<file path="src/rtl/cache_miss_arbiter.sv">
// cache_miss_arbiter: shares one memory port between I-cache fills, D-cache
// fills and D-cache write-through stores, and drives the fetch/MEM stalls.
// A fill issues WORDS_PER_BLOCK back-to-back reads and retires words as valids
// return. Memory latency is absorbed by counting valids, not by counting cycles.
module cache_miss_arbiter #(
   parameter int ADDR_WIDTH      = 16,
   parameter int DATA_WIDTH      = 16,
   parameter int WORDS_PER_BLOCK = 8
) (
   input  logic                  clk,
   input  logic                  rst,
   input  logic                  icache_miss,
   input  logic [ADDR_WIDTH-1:0] icache_miss_addr,
   input  logic                  dcache_miss,
   input  logic [ADDR_WIDTH-1:0] dcache_miss_addr,
   input  logic                  dcache_wr_req,
   input  logic [ADDR_WIDTH-1:0] dcache_wr_addr,
   input  logic [DATA_WIDTH-1:0] dcache_wr_data,
   output logic [ADDR_WIDTH-1:0] mem_addr,
   output logic [DATA_WIDTH-1:0] mem_data_in,
   output logic                  mem_enable,
   output logic                  mem_wr,
   input  logic [DATA_WIDTH-1:0] mem_data_out,
   input  logic                  mem_data_valid,
   output logic [DATA_WIDTH-1:0] fill_data,
   output logic [ADDR_WIDTH-1:0] fill_addr,
   output logic                  icache_data_we,
   output logic                  dcache_data_we,
   output logic                  icache_tag_we,
   output logic                  dcache_tag_we,
   output logic                  if_stall,
   output logic                  mem_stall
);

   // Counters must be able to hold WORDS_PER_BLOCK itself ("all issued").
   localparam int CNT_W = $clog2(WORDS_PER_BLOCK) + 1;
   localparam logic [ADDR_WIDTH-1:0] OFFSET_MASK = ADDR_WIDTH'(2 * WORDS_PER_BLOCK - 1);
   localparam logic [CNT_W-1:0]      FULL_CNT    = CNT_W'(WORDS_PER_BLOCK);
   localparam logic [CNT_W-1:0]      LAST_WORD   = CNT_W'(WORDS_PER_BLOCK - 1);

   typedef enum logic {IDLE, FILL} state_t;

   state_t                state, state_next;
   logic [ADDR_WIDTH-1:0] base, base_next;
   logic                  tgt, tgt_next;
   logic [CNT_W-1:0]      issue_cnt, issue_cnt_next;
   logic [CNT_W-1:0]      recv_cnt, recv_cnt_next;

   // State and fill bookkeeping registers; reset aborts any fill in progress.
   always_ff @(posedge clk) begin
      if (rst) begin
         state     <= IDLE;
         base      <= '0;
         tgt       <= 1'b0;
         issue_cnt <= '0;
         recv_cnt  <= '0;
      end else begin
         state     <= state_next;
         base      <= base_next;
         tgt       <= tgt_next;
         issue_cnt <= issue_cnt_next;
         recv_cnt  <= recv_cnt_next;
      end
   end

   // Arbitration in IDLE (D miss, then store, then I miss) and the fill engine.
   always_comb begin
      state_next     = state;
      base_next      = base;
      tgt_next       = tgt;
      issue_cnt_next = issue_cnt;
      recv_cnt_next  = recv_cnt;
      mem_addr       = '0;
      mem_data_in    = '0;
      mem_enable     = 1'b0;
      mem_wr         = 1'b0;
      fill_data      = '0;
      fill_addr      = '0;
      icache_data_we = 1'b0;
      dcache_data_we = 1'b0;
      icache_tag_we  = 1'b0;
      dcache_tag_we  = 1'b0;

      case (state)
         IDLE: begin
            if (dcache_miss) begin
               state_next = FILL;
               base_next  = dcache_miss_addr & ~OFFSET_MASK;
               tgt_next   = 1'b1;
            end else if (dcache_wr_req) begin
               mem_enable  = 1'b1;
               mem_wr      = 1'b1;
               mem_addr    = dcache_wr_addr;
               mem_data_in = dcache_wr_data;
            end else if (icache_miss) begin
               state_next = FILL;
               base_next  = icache_miss_addr & ~OFFSET_MASK;
               tgt_next   = 1'b0;
            end
         end

         FILL: begin
            if (issue_cnt < FULL_CNT) begin
               mem_enable     = 1'b1;
               mem_addr       = base + (ADDR_WIDTH'(issue_cnt) << 1);
               issue_cnt_next = issue_cnt + CNT_W'(1);
            end
            if (mem_data_valid && (recv_cnt < FULL_CNT)) begin
               fill_data      = mem_data_out;
               fill_addr      = base + (ADDR_WIDTH'(recv_cnt) << 1);
               icache_data_we = ~tgt;
               dcache_data_we = tgt;
               recv_cnt_next  = recv_cnt + CNT_W'(1);
               if (recv_cnt == LAST_WORD) begin
                  icache_tag_we  = ~tgt;
                  dcache_tag_we  = tgt;
                  state_next     = IDLE;
                  issue_cnt_next = '0;
                  recv_cnt_next  = '0;
               end
            end
         end

         default: state_next = IDLE;
      endcase
   end

   assign if_stall  = icache_miss | ((state == FILL) & ~tgt);
   assign mem_stall = dcache_miss | ((state == FILL) & tgt) | (dcache_wr_req & (state == FILL));

endmodule

</file>
<file path="config.mk">
export PLATFORM = sky130hd
export DESIGN_NAME = cache_miss_arbiter
export DESIGN_NICKNAME = d
export VERILOG_FILES = /design/src/rtl/cache_miss_arbiter.sv
export SDC_FILE = /design/constraint.sdc
export NUM_CORES = 1
export LEC_CHECK = 0
export BUFFER_PORTS_ARGS = -buffer_cell sky130_fd_sc_hd__buf_2
export CORE_MARGIN = 2
export CORE_UTILIZATION = 40
export CTS_BUF_LIST = sky130_fd_sc_hd__clkbuf_2
export DETAILED_ROUTE_END_ITERATION = 10
export PLACE_DENSITY = 0.83
export SETUP_SLACK_MARGIN = 0.05
export SLEW_MARGIN = 10
export SYNTH_ARGS = -nofsm -noshare
export SYNTH_HDL_FRONTEND = slang
export SYNTH_SLANG_ARGS = --single-unit
export TNS_END_PERCENT = 50
</file>
<file path="constraint.sdc">
create_clock -name clk -period 2.15 [get_ports clk]
set_clock_uncertainty 0.15 [all_clocks]
set_input_delay 0.43 -clock clk [delete_from_list [all_inputs] [get_ports clk]]
set_output_delay 0.43 -clock clk [all_outputs]
set_load 0.02 [all_outputs]
</file>
# After elaboration in Yosys (flattened, before gate mapping)
# Cells that the tools add are included.
# Widths: inputs -> output; s select.
# totals
input_bits,86
output_inout_bits,72
reg_bits,26
# op_classes
n_lt_le_gt_ge,2
reduce_logical,4
muxes,42
bitwise,8
n_addsub,4
n_eq_ne,2
# op_table
operator,n
$mux 16,13
$add 16x5->16,2
$pmux 16 s2,1
$mux 1,22
$mux 4,4
$add 4x1->4 const B,2
$lt 4x4->1 const B,2
$eq 4x3->1 const B,1
$pmux 1 s2,2
$and 1x1->1,3
$or 1x1->1,3
$reduce_and 3->1,1
$ne 2x2->1 const B,1
$not 1->1,2
$reduce_and 2->1,1
$reduce_bool 2->1,1
$logic_and 1x1->1,1

# Logic depth before layout (Yosys ltp)
# depth
depth_word,4
depth_mapped,5
mapped_depth_nobuf,4

# Worst setup path before layout
# No wires, ideal clock.
# synth_timing
path_type,reg2out
from,reg recv_cnt[3]
to,out fill_addr[12]
slack_ns,0.011
required_time_ns,1.570
stages_incl_launch_ff,5
path_buffers,0
arrival_ns,1.559
cell_sequence,dfxtp_1 > ha_1 > nand2_1 > or4_1 > a21oi_1
# synth_via
elab_chain_len,4
elab_cells_between_ends,5
classes_between,add/sub (1); order compare (1); mux (2); reduce/logical (1)
# synth_rtl
item,line,source
"start, declared",47,"logic [CNT_W-1:0] recv_cnt, recv_cnt_next;"
"start signal, assigned",62,recv_cnt <= recv_cnt_next;
"parallel branches: the longest is 2 deep, another holds $add 16x5->16",--,
$mux 16 *,108,if (mem_data_valid && (recv_cnt < FULL_CNT)) begin
$mux 16 *,84,case (state)
"end, declared",26,"output logic [ADDR_WIDTH-1:0] fill_addr,"
# Mark *: on every way between the ends.

# Worst setup path after layout
# layout_timing
from,reg base[11]
to,out fill_addr[14]
# layout_via
elab_chain_len,3
# layout_rtl
item,line,source
"start, declared",44,"logic [ADDR_WIDTH-1:0] base, base_next;"
"start signal, assigned",59,base <= base_next;
$add 16x5->16,110,fill_addr = base + (ADDR_WIDTH'(recv_cnt) << 1);
$mux 16,108,
$mux 16,84,
# Every way passes these cells.

==> impl_metrics.toml <==
[status]
status = "finished, violations left"
violations = "setup timing"

[clock_tree]
cts-buffers-inserted = 3
cts_htree_levels = 1
clk_path_buf_depth = 2
cts.hold.buffers_added = 0
clock_sinks = 22
clk_pin_slew_worst_paths_ns = 0.23
tritoncts = "built"
root_buffer = "clkbuf_2"
clock_latency_ns = 0.33

[routing]
ant_nets = 0
via_per_inst = 5.45
first_iter_violations = 116
postRouteWirelength_mm = 7.41
drc_errors = 0
first_pass_iters = 4
wl_per_cell_um = 15.9
vias = 2532

[logic_synthesis]
synth_cell_type_count = 43
yosysTopAreaCell = "dfxtp_1"
yosys_warnings = 0
yosysSeqAreaShare = 0.234
synthesis.nets = 333
synth-edff-count = 0
syn_area_mm2 = 0.00189
avgSynthCellArea_um2 = 7.79
synthTopCellsByArea = "dfxtp_1 23%, and2_1 12%, a211oi_1 9.6%, mux2_2 7.2%, a22o_1 6.5%"
netlist_top_cells_count = "37 x and2_1, 24 x a211oi_1, 22 x dfxtp_1, 16 x inv_1, 14 x a22o_1"
synth_ff_type = "dfxtp_1"
synth_cells = 242
async_reset_ff_frac = 0
synth_most_common_cell = "and2_1"
synth_top_area_share = 0.234
ys_ff_latch = 22

[global_routing]
grtUsageTotal = 0.241
grt_max_degree = 24
antenna_found_initial = 0
grt_pass1_vias = 2297
grt_overflow_total = 0
grt_pass1_wl_mm = 10.3

[timing]
rsz0062_at_grt = "true"
fmax_mhz = 424
hold_violations = 0
fin_ws_ns = -0.211
fin_crit_ns = 2.36
setup_viol = 33
maxSlewViolCount = 0
fin_crit_sh = 1.10

[final_layout]
synthToLayoutAreaGrowth_pct = 80.8
num-fill-cells = 286
fin_cells = 465
diodes = 0
drive_above_1_share = 0.610
final_core_util = 0.767
num-nets-final = 505

[die]
die_area_mm2 = 0.00528
fp.dieW_um = 72.7
ioPinCount = 158
die_h_um = 72.7
start_util = 0.424
coreArea_mm2 = 0.00444
rows = 24

[power]
leakage_nw = 1.64
p_per_area_mw_per_mm2 = 374
peakVddDrop_uv = 216

[worst_setup_path]
endpoint_kind = "output pin"
worstSetupPathType = "flop to output pin"
cp.required_ns = 1.57
cpPeakStageDelay_ns = 0.57
crit_buf_inv = 1
path_max_fanout = 6
path_cells = "nand4_1 -> or4_4 -> a21oi_4 -> buf_6"
cp_top_family = "simple AND/OR/NAND/NOR gates"
worstPathArrival_ns = 1.78
start_kind = "flop"
crit_slowest_cell = "or4_4"

[placed_design]
dpl.hpwl_mm = 4.94
dpl.cell_count = 442
io_buffers = 148
gp_congestion = 0.855

[hold_path]
hold_path_class = "input pin to flop"

[flow_run]
drv_cap = 0
[placed cells by master (no fill, tap or decap), drive strengths merged, types with 2 or more instances in the layout]
master and count:
a211oi 24, buf 187, nand2b 4, nand4 4, a31oi 3, and3b 2, o31ai 4, o21ai 4
clkbuf 3, nor2 8, xnor2 4, and3 2, and2 37, nor2b 3, or4 4, dfxtp 22
inv 16, mux2 12, a22o 15, a21o 3, nand2 13, a21oi 12, ha 5, nand3 6
[per-stage QoR]
stage	area (µm²)	setup slack, ns	setup TNS (ns)	power, mW	hold WS (ns)
floorplan	1900	0.0948	0	0.768	0.312
global placement	2770	0.0896	0	0.956	0.327
detailed placement	2770	0.0522	0	0.967	0.335
CTS	3110	-0.176	-3.03	1.19	0.350
global route	3410	-0.295	-7.01	1.34	0.353
finish	3410	-0.211	-3.61	1.28	0.367
[logic make-up after synthesis]
logic type | Yosys count | synth area share
DFF | 22 | 0.234
xor gates and xnor gates | 4 | 0.0186
adders and majority gates | 5 | 0.0332
muxes | 13 | 0.0770
other | 1 | 0.00199
buffers and inverters | 37 | 0.0810
AOI/OAI and AO/OA | 68 | 0.259
and+or+nand+nor | 92 | 0.295
[per-layer routing]
layer  up-vias  wire [µm]  track usage
li1       1211          -            -
met1      1162       2720        0.277
met2       143       3870        0.447
met3        16        678       0.0456
met4         0        146       0.0761
met5         -          0            0
[state kept, by name (all words and copies together), names as in the netlist]
| signal | flops |
|---|---|
| issue_cnt | 4 |
| base | 12 |
| recv_cnt | 4 |
| tgt | 1 |
| state | 1 |
[final timing paths]
kind	cells after the start	startpoint	to	slack [ns]
max	4	base[11]$_SDFFE_PP0P_	fill_addr[14]	-0.21
min	2	rst	recv_cnt[0]$_SDFFE_PP0P_	0.37
max reg2reg	5	recv_cnt[3]$_SDFFE_PP0P_	recv_cnt[2]$_SDFFE_PP0P_	0.49
min reg2reg	2	base[12]$_SDFFE_PP0P_	base[12]$_SDFFE_PP0P_	0.37
[cell type report]
class	count	area [µm²]	share of cell area
Clock buffer	3	15.0	0.00440
Multi-Input combinational cell	183	1460	0.428
Inverter	16	60.1	0.0176
Tap cell	52	65.1	0.0191
Timing Repair Buffer	188	1330	0.391
Clock inverter	1	3.75	0.00110
Sequential cell	22	472	0.138
[report_power, final]
part / switching (mW) / total, mW / internal (mW)
sequential: 0.0425 / 0.485 / 0.442
combinational: 0.308 / 0.612 / 0.304
clock: 0.138 / 0.179 / 0.0404
total: 0.489 / 1.28 / 0.787
[what timing repair did]
action	in CTS	in global routing
endpoints found under the setup margin	60	68
pin swaps	15	16
resized for setup	68	80
gates cloned	1	3
buffers inserted	10	6
hold endpoints to repair	0	0
Power figures use the tool's default switching activity.
